File: config.mk
export PLATFORM = sky130hd
export DESIGN_NAME = seq_pattern_detector
export DESIGN_NICKNAME = d
export VERILOG_FILES = /design/src/rtl/seq_pattern_detector.sv
export SDC_FILE = /design/constraint.sdc
export NUM_CORES = 1
export LEC_CHECK = 0
export BUFFER_PORTS_ARGS = -buffer_cell sky130_fd_sc_hd__buf_2
export CORE_MARGIN = 5
export CORE_UTILIZATION = 55
export CTS_BUF_LIST = sky130_fd_sc_hd__clkbuf_8
export DETAILED_ROUTE_END_ITERATION = 8
export GPL_TIMING_DRIVEN = 1
export PLACE_DENSITY = 0.8
export RECOVER_POWER = 100
export SLEW_MARGIN = 10
export SYNTH_ARGS = -nofsm -noshare
export SYNTH_HDL_FRONTEND = slang
export SYNTH_SLANG_ARGS = --single-unit
File: constraint.sdc
create_clock -name clk -period 2.26 [get_ports clk]
set_clock_uncertainty 0.2 [all_clocks]
set_input_delay 0.113 -clock clk [delete_from_list [all_inputs] [get_ports clk]]
set_output_delay 0.113 -clock clk [all_outputs]
set_load 0.02 [all_outputs]
File: src/rtl/seq_pattern_detector.sv
// Serial pattern detector: a KMP-style FSM that finds a runtime-loadable PAT_W-bit pattern.
// Define SEQDET_COUNT_CLR_EN to add the count_clr port, a synchronous clear for match_count.
module seq_pattern_detector #(
  parameter int                 PAT_W     = 4,
  parameter logic [PAT_W-1:0]   PAT_RESET = 4'b1011,
  parameter int                 CNT_W     = 8
) (
  input  logic                      clk,
  input  logic                      reset,
  input  logic                      in_valid,
  input  logic                      in_bit,
  input  logic                      pat_load,
  input  logic [PAT_W-1:0]          pat_value,
  input  logic                      overlap_en,
`ifdef SEQDET_COUNT_CLR_EN
  input  logic                      count_clr,
`endif
  output logic                      match,
  output logic [CNT_W-1:0]          match_count,
  output logic [$clog2(PAT_W)-1:0]  prefix_len
);

  localparam int ST_W = $clog2(PAT_W);
  localparam logic [PAT_W:0] ONE = (PAT_W+1)'(1);

  logic [ST_W-1:0]  state_q, state_d;
  logic [PAT_W-1:0] pat_q, pat_d;
  logic             match_q, match_d;
  logic [CNT_W-1:0] count_q, count_d;

  logic [PAT_W-1:0] pat_rev;
  logic             exp_bit, hit, last, complete;
  logic [ST_W-1:0]  fb_state;

  // Longest j <= k such that the last j bits of (prefix_k, b) equal the first j pattern bits.
  // With k = PAT_W-1 and b equal to the final pattern bit this is the pattern's longest proper border.
  function automatic logic [ST_W-1:0] kmp_next(input logic [ST_W-1:0] k, input logic b,
                                              input logic [PAT_W-1:0] pat);
    logic [PAT_W:0]  seen;
    logic [PAT_W:0]  pre;
    logic [PAT_W:0]  mask;
    logic [ST_W-1:0] best;
    best = '0;
    seen = {pat >> (PAT_W - int'(k)), b};
    for (int j = 1; j < PAT_W; j++) begin
      pre  = {1'b0, pat >> (PAT_W - j)};
      mask = (ONE << j) - ONE;
      if (j <= int'(k) && ((seen ^ pre) & mask) == '0) begin
        best = ST_W'(j);
      end
    end
    return best;
  endfunction

  // pat_rev[k] is the k-th bit expected on the stream.
  genvar gi;
  generate
    for (gi = 0; gi < PAT_W; gi++) begin : g_rev
      assign pat_rev[gi] = pat_q[PAT_W-1-gi];
    end
  endgenerate

  assign exp_bit  = pat_rev[state_q];
  assign hit      = (in_bit == exp_bit);
  assign last     = (state_q == ST_W'(PAT_W-1));
  assign fb_state = kmp_next(state_q, in_bit, pat_q);
  assign complete = !pat_load && in_valid && hit && last;

  always_ff @(posedge clk) begin
    if (reset) begin
      state_q <= '0;
      pat_q   <= PAT_RESET;
      match_q <= 1'b0;
      count_q <= '0;
    end else begin
      state_q <= state_d;
      pat_q   <= pat_d;
      match_q <= match_d;
      count_q <= count_d;
    end
  end

  always_comb begin
    state_d = state_q;
    pat_d   = pat_q;
    if (pat_load) begin
      pat_d   = pat_value;
      state_d = '0;
    end else if (in_valid) begin
      if (hit && !last) begin
        state_d = state_q + 1'b1;
      end else if (hit && last) begin
        state_d = overlap_en ? fb_state : '0;
      end else begin
        state_d = fb_state;
      end
    end
  end

  always_comb begin
    match_d = complete;
    count_d = count_q;
    if (complete && count_q != '1) begin
      count_d = count_q + 1'b1;
    end
`ifdef SEQDET_COUNT_CLR_EN
    if (count_clr) begin
      count_d = '0;
    end
`endif
  end

  assign match       = match_q;
  assign match_count = count_q;
  assign prefix_len  = state_q;

endmodule

# Yosys cells after proc, flatten, opt, wreduce, memory -nomap -nowiden
# Cells that the tools add are included.
# W data, S select, Z words.
# word_totals
register_bits,15
latchBits,0
mem_bits_rw,0
romBits,0
out_inout_bits,11
mem_count,0
# op_classes
add_sub_neg,3
multipliers,0
n_div,0
n_lt_le_gt_ge,4
n_eq_ne,3
shifts,1
n_mux,8
n_bitwise,3
n_reduce_logical,15
# op_table
op,count
$shr A4 B32 Y2,1
$logic_not A5 Y1,3
$mux W2,5
$logic_and A1 B1 Y1,9
$add A8 B1 Y8 const B,1
$ne A8 B8 Y1 const B,1
$le A2 B2 Y1 const A,2
$sub A3 B2 Y4 const A,1
$lt A2 B3 Y1 const B,1
$xor A3 B3 Y3,1
$add A2 B1 Y2 const B,1
$bmux W1 S2,1
$eq A2 B2 Y1 const B,1
$le A1 B2 Y1 const A,1
$logic_not A1 Y1,2
$mux W1,2
$reduce_or A2 Y1,1
$xor A2 B2 Y2,1
$eq A1 B1 Y1,1
$xor A1 B1 Y1,1

# Logic depth before layout (Yosys ltp)
# Gate-level depths: netlist (run 1).
# depth
depth_word,10
mapped_depth,8
ltp_nobuf,7

# Worst setup path after synthesis (run 1)
# OpenSTA, ideal clock, no wires.
# synth_timing
path_kind,register -> register
start,"reg state_q[0], in the netlist prefix_len[0]"
end,"reg state_q[1], in the netlist prefix_len[1]"
arrival_ps,1943
required_ps,1990
setup_slack_ps,47
stages_incl_launch_ff,9
path_buffers,1
synth_period_minus_slack_ps,2213
cell_sequence,dfxtp_1 buf_6 inv_1 ha_1 nand2b_1 a21o_1 a221oi_1 a22oi_1 a21oi_1
# synth_between
elab_chain_len,10
# synth_rtl
element,line,source
"start, declared",26,"logic [ST_W-1:0] state_q, state_d;"
"start signal, assigned",76,state_q <= state_d;
$sub A3 B2 Y4,44,"seen = {pat >> (PAT_W - int'(k)), b};"
$shr A4 B32 Y2,44,
$xor A2 B2 Y2,48,if (j <= int'(k) && ((seen ^ pre) & mask) == '0) begin
$logic_not A5 Y1,48,
$logic_and A1 B1 Y1,48,
$mux W2 (2 in series),48,
$mux W2,93,state_d = overlap_en ? fb_state : '0;
$mux W2,92,end else if (hit && last) begin
$mux W2 (*),90,if (hit && !last) begin
# Every way passes the cells marked *; elsewhere a longest branch is shown, timed or not. The select of a mux whose other input is x is not followed.
# A chain may end at the register's enable or synchronous reset.

# Worst setup path in the final report (run 1)
# layout_timing
start,"reg state_q[0], in the netlist prefix_len[0]"
end,"reg count_q[2], in the netlist match_count[2]"
# layout_between
elab_chain_len,6
# layout_rtl
element,line,source
$bmux W1 S2,63,assign exp_bit = pat_rev[state_q];
$mux W1 (not written as such),63,
$eq A1 B1 Y1,64,assign hit = (in_bit == exp_bit);
$logic_and A1 B1 Y1,67,assign complete = !pat_load && in_valid && hit && last;
$logic_and A1 B1 Y1 (*),67,
$logic_and A1 B1 Y1 (*),103,if (complete && count_q != '1) begin
"end signal, assigned",79,count_q <= count_d;
"end, declared",29,"logic [CNT_W-1:0] count_q, count_d;"
# Marked as above.

==> impl_metrics.xml, run 1 <==
<?xml version="1.0" encoding="UTF-8"?>
<metrics>
  <group name="sta">
    <metric name="maxSlewHeadroom" unit="%">61.58</metric>
    <metric name="post-route-period-util" unit="%">92.37</metric>
    <metric name="report.final.setup_viol" unit="">0</metric>
    <metric name="rsz0062_at_grt" unit="">no</metric>
    <metric name="maxSlewViolCount" unit="">0</metric>
    <metric name="setup_total_negative_slack" unit="ns">0</metric>
    <metric name="fin_worst_hold_slack" unit="ns">0.06692</metric>
    <metric name="worst-slew-pin-transition" unit="ns">0.5764</metric>
    <metric name="period_minus_slack" unit="ns">2.088</metric>
    <metric name="hold_violations" unit="">0</metric>
    <metric name="maxClockFrequency" unit="GHz">0.4790</metric>
  </group>
  <group name="finish">
    <metric name="syn2layout_area_growth" unit="%">22.72</metric>
    <metric name="fin_nets" unit="">159</metric>
    <metric name="antenna_cells_inserted" unit="">0</metric>
    <metric name="seq_area" unit="um^2">301.5</metric>
    <metric name="fillCellCount" unit="">151</metric>
    <metric name="multiInputGateArea" unit="um^2">661.9</metric>
    <metric name="drive_gt1_share" unit="%">18.88</metric>
  </group>
  <group name="yosys">
    <metric name="post_synthesis_net_count" unit="">129</metric>
    <metric name="yosys_warnings" unit="">0</metric>
    <metric name="synth.lib_cells_used.distinct" unit="">39</metric>
    <metric name="synthesis.area" unit="um^2">1013</metric>
    <metric name="synth.avg_cell_area" unit="um^2">8.890</metric>
    <metric name="postSynthRegisterBits" unit="">15</metric>
    <metric name="cells_after_synth" unit="">114</metric>
    <metric name="seq_area_frac_synth" unit="%">29.63</metric>
  </group>
  <group name="power_and_ir_drop">
    <metric name="pwr_density_cell" unit="nW/um^2">497.5</metric>
    <metric name="power_frac_seq" unit="%">45.1</metric>
    <metric name="power_report.internal_total" unit="uW">453.3</metric>
    <metric name="sw_frac_of_total" unit="%">26.74</metric>
    <metric name="totalPowerFinal" unit="uW">618.7</metric>
    <metric name="max-vdd-ir-drop" unit="mV">0.5694</metric>
    <metric name="p_clk_share" unit="%">34.4</metric>
    <metric name="power.switching" unit="uW">165.4</metric>
    <metric name="static-leakage-power" unit="nW">0.4968</metric>
    <metric name="combinationalPowerShare" unit="%">20.5</metric>
  </group>
  <group name="cts">
    <metric name="cts_sinks" unit="">15</metric>
    <metric name="cts_setup_buffers" unit="">0</metric>
    <metric name="clk_root_buffer_cell" unit="">sky130_fd_sc_hd__clkbuf_8</metric>
    <metric name="tritoncts.num_buffers" unit="">3</metric>
    <metric name="htreeDepth" unit="">1</metric>
    <metric name="clk_path_buf_depth" unit="">2</metric>
    <metric name="clk_pin_slew" unit="ns">0.06</metric>
    <metric name="cts_tree" unit="">built</metric>
    <metric name="clock_latency_of_the_later_clocked_register_in_the_worst_skew_pair" unit="ns">0.24</metric>
  </group>
  <group name="grt">
    <metric name="grt_antenna_before_repair" unit="">0</metric>
    <metric name="grt.overflow.total" unit="">0</metric>
    <metric name="grt_pass1_vias" unit="">970</metric>
    <metric name="globalRouteTotalUtil" unit="%">20.56</metric>
    <metric name="grt_start_max_net_pins" unit="">14</metric>
    <metric name="grt_first_pass_wirelength" unit="mm">4.215</metric>
  </group>
  <group name="place">
    <metric name="detailed_place_hpwl" unit="mm">1.790</metric>
    <metric name="placement.io_buffers" unit="">20</metric>
    <metric name="place_congestion" unit="">0.9030</metric>
  </group>
  <group name="route">
    <metric name="route.vias.total" unit="">915</metric>
    <metric name="dr.first_iter.drc_count" unit="">23</metric>
    <metric name="via_per_inst" unit="">5.446</metric>
    <metric name="drc" unit="">0</metric>
    <metric name="first_pass_iters" unit="">4</metric>
    <metric name="postRouteAntennaNets" unit="">0</metric>
    <metric name="post_drt_wl_per_cell" unit="um">14.43</metric>
    <metric name="sum_of_routed_wire_length_over_all_layers" unit="mm">2.424</metric>
  </group>
  <group name="hold_path">
    <metric name="worstHoldPathCells" unit="">2</metric>
    <metric name="min-delay-path-class" unit="">input pin to register</metric>
  </group>
  <group name="floorplanning">
    <metric name="pin_count" unit="">21</metric>
    <metric name="rows" unit="">15</metric>
    <metric name="fp.dieArea" unit="um^2">2801</metric>
    <metric name="fp.coreArea" unit="um^2">1745</metric>
    <metric name="dieHeight" unit="um">52.93</metric>
    <metric name="die_width" unit="um">52.93</metric>
    <metric name="initial_utilization" unit="%">58.06</metric>
  </group>
  <group name="setup_path">
    <metric name="critical_path.cell_chain" unit="">buf_4 -&gt; mux4_2 -&gt; xnor2_2 -&gt; buf_4 -&gt; nand4_1 -&gt; xor2_1 -&gt; nor2_1</metric>
    <metric name="cp.arrival" unit="ns">1.99</metric>
    <metric name="crit_top_cell" unit="">sky130_fd_sc_hd__buf_4</metric>
    <metric name="timing.reg2reg.worst_path_depth" unit="">7</metric>
    <metric name="worst_path_largest_cell_delay" unit="ns">0.52</metric>
    <metric name="setup.worst_path.start_class" unit="">register</metric>
    <metric name="critPathSlowestCell" unit="">sky130_fd_sc_hd__mux4_2</metric>
    <metric name="endpoint_kind" unit="">register</metric>
    <metric name="crit_path_max_fanout" unit="">10</metric>
    <metric name="cp.required" unit="ns">2.17</metric>
    <metric name="criticalPathCategory" unit="">register to register</metric>
    <metric name="setup.reg_to_reg.worst_slack" unit="ns">0.17</metric>
  </group>
  <group name="status">
    <metric name="status" unit="">completed</metric>
  </group>
  <group name="flow_run">
    <metric name="max_cap_violations" unit="">0</metric>
  </group>
</metrics>
-- state kept, by name, summed over array words and instances (netlist names) --
name,cells
match,1
prefix_len,2
pat_q,4
match_count,8
-- cell families after synthesis --
logic type      Yosys count  share of synthesized area, %
fa+ha+maj                 5                         6.173
flops                    15                         29.63
xor+xnor                 12                         11.11
buf+inv                  11                         5.678
mux                       6                         7.161
compound gates           22                         18.27
simple gates             43                         21.98
-- critical path: cells and delay by family (launching register included) --
kind / cells / cell delay (ns)
muxes: 1 / 0.52
DFF: 1 / 0.37
buffers and inverters: 2 / 0.33
and+or+nand+nor: 2 / 0.20
xor gates and xnor gates: 2 / 0.34
-- placed cells by master (no fill, tap or decap), types with 2 or more instances in the layout --
cell type                        n
sky130_fd_sc_hd__buf_2           9
sky130_fd_sc_hd__nor2b_1         3
sky130_fd_sc_hd__buf_4           5
sky130_fd_sc_hd__dlygate4sd3_1   6
sky130_fd_sc_hd__inv_1           5
sky130_fd_sc_hd__a21o_1          3
sky130_fd_sc_hd__nand4_1         4
sky130_fd_sc_hd__o31ai_1         2
sky130_fd_sc_hd__mux2i_1         5
sky130_fd_sc_hd__ha_1            5
sky130_fd_sc_hd__xor2_1          8
sky130_fd_sc_hd__nor2_1         16
sky130_fd_sc_hd__nand3_1         3
sky130_fd_sc_hd__dfxtp_1        14
sky130_fd_sc_hd__and3_1          2
sky130_fd_sc_hd__clkbuf_8        3
sky130_fd_sc_hd__a21oi_1         4
sky130_fd_sc_hd__nand2_1         7
sky130_fd_sc_hd__a211o_1         3
sky130_fd_sc_hd__clkbuf_1       11
sky130_fd_sc_hd__xnor2_1         3
-- cells in the mapped netlist (all sizes together) --
cell     instances  area [um^2]
a211o            3        26.28
a22oi            1        7.510
a31o             1        8.760
or2              1        6.260
o221ai           1        8.760
nor2b            3        18.77
nand2b           1        6.260
nor4bb           1        10.01
and4             1        8.760
o21ai            1        5.000
nor2            16        60.06
dfxtp           15        300.3
mux4             1        22.52
or2b             1        7.510
nand2            7        26.28
o31ai            2        15.01
ha               5        62.56
clkbuf           3        11.26
nand3            4        25.02
xnor2            4        42.55
a21oi            4        20.02
a21o             3        22.52
mux2i            5        50.05
a221oi           1        8.760
a31oi            1        6.260
buf              3        27.52
inv              5        18.77
o22a             1        8.760
o22ai            1        12.51
nand4            4        25.02
and3             3        20.02
xor2             8        70.07
a2111oi          1        27.53
nor4b            1        8.760
a211oi           1        7.510
-- layer usage --
| layer | GRT usage, % | up-vias | routed length (um) |
|---|---|---|---|
| met3 | 4.789 | 4 | 121 |
| met5 | 0 | - | 0 |
| li1 | - | 462 | - |
| met1 | 23.92 | 424 | 1073 |
| met2 | 36.57 | 25 | 1204 |
| met4 | 6.809 | 0 | 25 |
-- metrics by stage --
step / util (%) / worst slack (ns) / instance area [um^2] / cells
4_1_cts: 71.61 / 0.03599 / 1250 / 168
3_5_place_dp: 65.52 / 0.05439 / 1144 / 158
5_1_grt: 71.25 / 0.02752 / 1244 / 168
6_report: 71.25 / 0.1724 / 1244 / 168
2_1_floorplan: - / 0.04708 / 1013 / 114
3_3_place_gp: 65.52 / 0.1496 / 1144 / 158
-- power by group through the flow --
stage	combinational, mW	clock, mW	sequential, mW
floorplan	0.0883	0	0.285
global placement	0.112	0	0.284
detailed placement	0.116	0	0.285
CTS	0.124	0.219	0.279
global route	0.139	0.227	0.280
finish	0.127	0.213	0.279
-- repair_timing --
item | 4_1_cts | 5_1_grt
endpoints found under the setup margin | 0 | 4
hold buffers | 6 | 0
gates resized for setup | 0 | 2
hold endpoints to repair | 8 | 0
-- final timing paths --
path	startpoint	end
max	prefix_len[0]$_SDFFE_PP0P_	match_count[2]$_SDFFE_PP0P_
min	pat_load	pat_q[0]$_SDFFE_PP1P_
max reg2reg	prefix_len[0]$_SDFFE_PP0P_	match_count[2]$_SDFFE_PP0P_
min reg2reg	match_count[6]$_SDFFE_PP0P_	match_count[6]$_SDFFE_PP0P_
-- final cells by class --
| class | count | area share (%) |
|---|---|---|
| multi-input cells | 88 | 53.22 |
| flip-flops and latches | 15 | 24.25 |
| repair buffers | 31 | 14.79 |
| clock buffers | 3 | 3.320 |
| well taps | 25 | 2.515 |
| inverters | 5 | 1.509 |
| clock inverters | 1 | 0.4024 |
Power figures use the tool's default switching activity.
==> run 2: changes to the inputs <==
BUFFER_PORTS_ARGS = unset   (was -buffer_cell sky130_fd_sc_hd__buf_2)
DONT_BUFFER_PORTS = 1   (was unset)
PLACE_DENSITY = 0.7   (was 0.8)
==> run 2 against run 1 <==
Net effect: routed wire length is 3.6% lower; power shrank 1.0%; combinational power shrank 3%; critical path depth unchanged; core utilization shrank 3.4 points; sequential share of layout area up 1.1 points; critical path type unchanged; critical endpoint is now prefix_len[1]$_SDFFE_PP0P_; highest routed layer unchanged.
==> impl_metrics.xml, run 2 (synthesis results as in run 1) <==
<?xml version="1.0" encoding="UTF-8"?>
<metrics>
  <group name="route">
    <metric name="route.vias.total" unit="">864</metric>
    <metric name="postRouteAntennaNets" unit="">0</metric>
    <metric name="routedLengthMet1" unit="mm">1.046</metric>
    <metric name="dr.max_layer_used" unit="">met4</metric>
    <metric name="drc" unit="">0</metric>
    <metric name="post_drt_wl_per_cell" unit="um">15.27</metric>
    <metric name="sum_of_routed_wire_length_over_all_layers" unit="mm">2.337</metric>
    <metric name="first_pass_iters" unit="">4</metric>
    <metric name="wl_met2" unit="mm">1.110</metric>
    <metric name="via_per_inst" unit="">5.647</metric>
    <metric name="dr.first_iter.drc_count" unit="">10</metric>
    <metric name="met3RoutedLength" unit="um">142</metric>
  </group>
  <group name="sta">
    <metric name="report.final.setup_viol" unit="">0</metric>
    <metric name="period_minus_slack" unit="ns">2.169</metric>
    <metric name="maxClockFrequency" unit="GHz">0.4611</metric>
    <metric name="hold_violations" unit="">0</metric>
    <metric name="maxSlewHeadroom" unit="%">66.86</metric>
    <metric name="timing.final.ws_setup" unit="ns">0.09111</metric>
    <metric name="maxSlewViolCount" unit="">0</metric>
    <metric name="post-route-period-util" unit="%">95.97</metric>
    <metric name="worst-slew-pin-transition" unit="ns">0.4955</metric>
  </group>
  <group name="place">
    <metric name="placement_stage_cell_area" unit="um^2">1059</metric>
    <metric name="place_congestion" unit="">0.8255</metric>
    <metric name="detailed_place_hpwl" unit="mm">1.621</metric>
    <metric name="placement.io_buffers" unit="">0</metric>
    <metric name="placement.setup.worst_slack" unit="ns">0.1092</metric>
  </group>
  <group name="setup_path">
    <metric name="endpoint_kind" unit="">register</metric>
    <metric name="crit_path_max_fanout" unit="">5</metric>
    <metric name="cp.arrival" unit="ns">2.16</metric>
    <metric name="timing.reg2reg.worst_path_depth" unit="">7</metric>
    <metric name="criticalPathCategory" unit="">register to register</metric>
    <metric name="cp.required" unit="ns">2.25</metric>
    <metric name="setup.worst_path.start_class" unit="">register</metric>
  </group>
  <group name="cts">
    <metric name="clock_latency_of_the_later_clocked_register_in_the_worst_skew_pair" unit="ns">0.25</metric>
    <metric name="clk_root_buffer_cell" unit="">sky130_fd_sc_hd__clkbuf_8</metric>
    <metric name="tritoncts.num_buffers" unit="">3</metric>
    <metric name="cts_sinks" unit="">15</metric>
    <metric name="cts_tree" unit="">built</metric>
    <metric name="clk_pin_slew" unit="ns">0.06</metric>
    <metric name="clk_path_buf_depth" unit="">2</metric>
    <metric name="htreeDepth" unit="">1</metric>
    <metric name="cts_setup_buffers" unit="">0</metric>
  </group>
  <group name="finish">
    <metric name="final_design_area_no_fill" unit="um^2">1184</metric>
    <metric name="fin_nets" unit="">144</metric>
    <metric name="number_of_flip_flops_under_the_largest_register_name" unit="">8</metric>
    <metric name="layout.cells.most_common" unit="">sky130_fd_sc_hd__nor2_1</metric>
    <metric name="syn2layout_area_growth" unit="%">16.79</metric>
    <metric name="antenna_cells_inserted" unit="">0</metric>
    <metric name="drive_gt1_share" unit="%">13.28</metric>
    <metric name="mostFrequentLayoutCells" unit="">sky130_fd_sc_hd__nor2_1 (16), sky130_fd_sc_hd__dfxtp_1 (15), sky130_fd_sc_hd__dlygate4sd3_1 (9)</metric>
  </group>
  <group name="flow_run">
    <metric name="max_cap_violations" unit="">0</metric>
  </group>
  <group name="power_and_ir_drop">
    <metric name="combinationalPowerShare" unit="%">20.2</metric>
    <metric name="power_frac_seq" unit="%">45.3</metric>
    <metric name="sw_frac_of_total" unit="%">26.41</metric>
    <metric name="p_clk_share" unit="%">34.5</metric>
    <metric name="max-vdd-ir-drop" unit="mV">0.5401</metric>
    <metric name="power.switching" unit="uW">161.8</metric>
    <metric name="pwr_density_cell" unit="nW/um^2">517.5</metric>
    <metric name="power_report.internal_total" unit="uW">450.7</metric>
    <metric name="totalPowerFinal" unit="uW">612.5</metric>
    <metric name="static-leakage-power" unit="nW">0.4669</metric>
  </group>
  <group name="hold_path">
    <metric name="min-delay-path-class" unit="">input pin to register</metric>
    <metric name="worstHoldPathCells" unit="">4</metric>
  </group>
  <group name="floorplanning">
    <metric name="rows" unit="">15</metric>
    <metric name="dieHeight" unit="um">52.93</metric>
    <metric name="fp.dieArea" unit="um^2">2801</metric>
    <metric name="pin_count" unit="">21</metric>
    <metric name="fp.coreArea" unit="um^2">1745</metric>
    <metric name="initial_utilization" unit="%">58.06</metric>
    <metric name="die_width" unit="um">52.93</metric>
  </group>
  <group name="grt">
    <metric name="grt_antenna_before_repair" unit="">0</metric>
    <metric name="grt.overflow.total" unit="">0</metric>
    <metric name="grt_first_pass_wirelength" unit="mm">3.870</metric>
    <metric name="grt_start_max_net_pins" unit="">14</metric>
    <metric name="globalRouteTotalUtil" unit="%">19.47</metric>
    <metric name="grt_pass1_vias" unit="">864</metric>
  </group>
  <group name="status">
    <metric name="status" unit="">completed</metric>
  </group>
</metrics>
## run 2: changes by cell type in the layout (fill, tap and decap cells not counted), sizes merged
cell	delta
inv	+1
buf	-8
clkbuf	-10
dlygate4sd3	+3
clkinv	-1
## run 2: path summary, 6_finish.rpt
kind                                    start                           to  slack [ns]
hold reg to reg   match_count[7]$_SDFFE_PP0P_  match_count[7]$_SDFFE_PP0P_        0.46
setup / recovery   prefix_len[0]$_SDFFE_PP0P_   prefix_len[1]$_SDFFE_PP0P_        0.09
hold / removal                       pat_load  match_count[4]$_SDFFE_PP0P_       0.004
setup reg to reg   prefix_len[0]$_SDFFE_PP0P_   prefix_len[1]$_SDFFE_PP0P_        0.09
## run 2: area by class of cell
type                       count  area, um^2
inverter                       5       18.77
timing repair buffer          16       138.9
multi-input combinational     88       649.4
clock buffer                   3       41.29
sequential                    15       300.3
clock inverter                 1       3.754
tap                           25       31.28
fill                         155       561.8
## run 2: what timing repair did
action / 4_1_cts / 5_1_grt
hold buffers: 9 / 0
gates resized for setup: 0 / 1
setup endpoints to repair: 0 / 2
endpoints found under the hold margin: 15 / 0
## run 2: power by group through the flow
stage	logic (mW)	registers [mW]	clock network (mW)
finish	0.123	0.278	0.211
global route	0.135	0.279	0.230
CTS	0.120	0.278	0.218
detailed placement	0.0996	0.283	0
global placement	0.0983	0.283	0
floorplan	0.0883	0.285	0
## run 2: metal layers
metal | vias to the layer above | track usage [%]
li1 | 430 | -
met1 | 407 | 21.93
met2 | 23 | 32.85
met3 | 4 | 6.479
met4 | 0 | 8.936
met5 | - | 0
## run 2: worst max-delay path, cell delays in order (launching register included)
cell	delay (ns)
sky130_fd_sc_hd__dfxtp_1	0.41
sky130_fd_sc_hd__inv_1	0.10
sky130_fd_sc_hd__ha_1	0.41
sky130_fd_sc_hd__mux2i_1	0.24
sky130_fd_sc_hd__o22ai_2	0.14
sky130_fd_sc_hd__a221oi_2	0.30
sky130_fd_sc_hd__a22oi_1	0.15
sky130_fd_sc_hd__a21oi_1	0.15
## run 2: per-stage QoR
stage	std cells	TNS, ns	util (%)	hold slack, ns
final	153	0	67.81	0.004113
after global routing	153	-0.03468	67.81	0.04802
after CTS	153	0	68.39	0.007143
after detailed placement	140	0	60.65	-0.01158
after global placement	140	0	60.65	-0.01209
after floorplan	114	0	-	0.01157
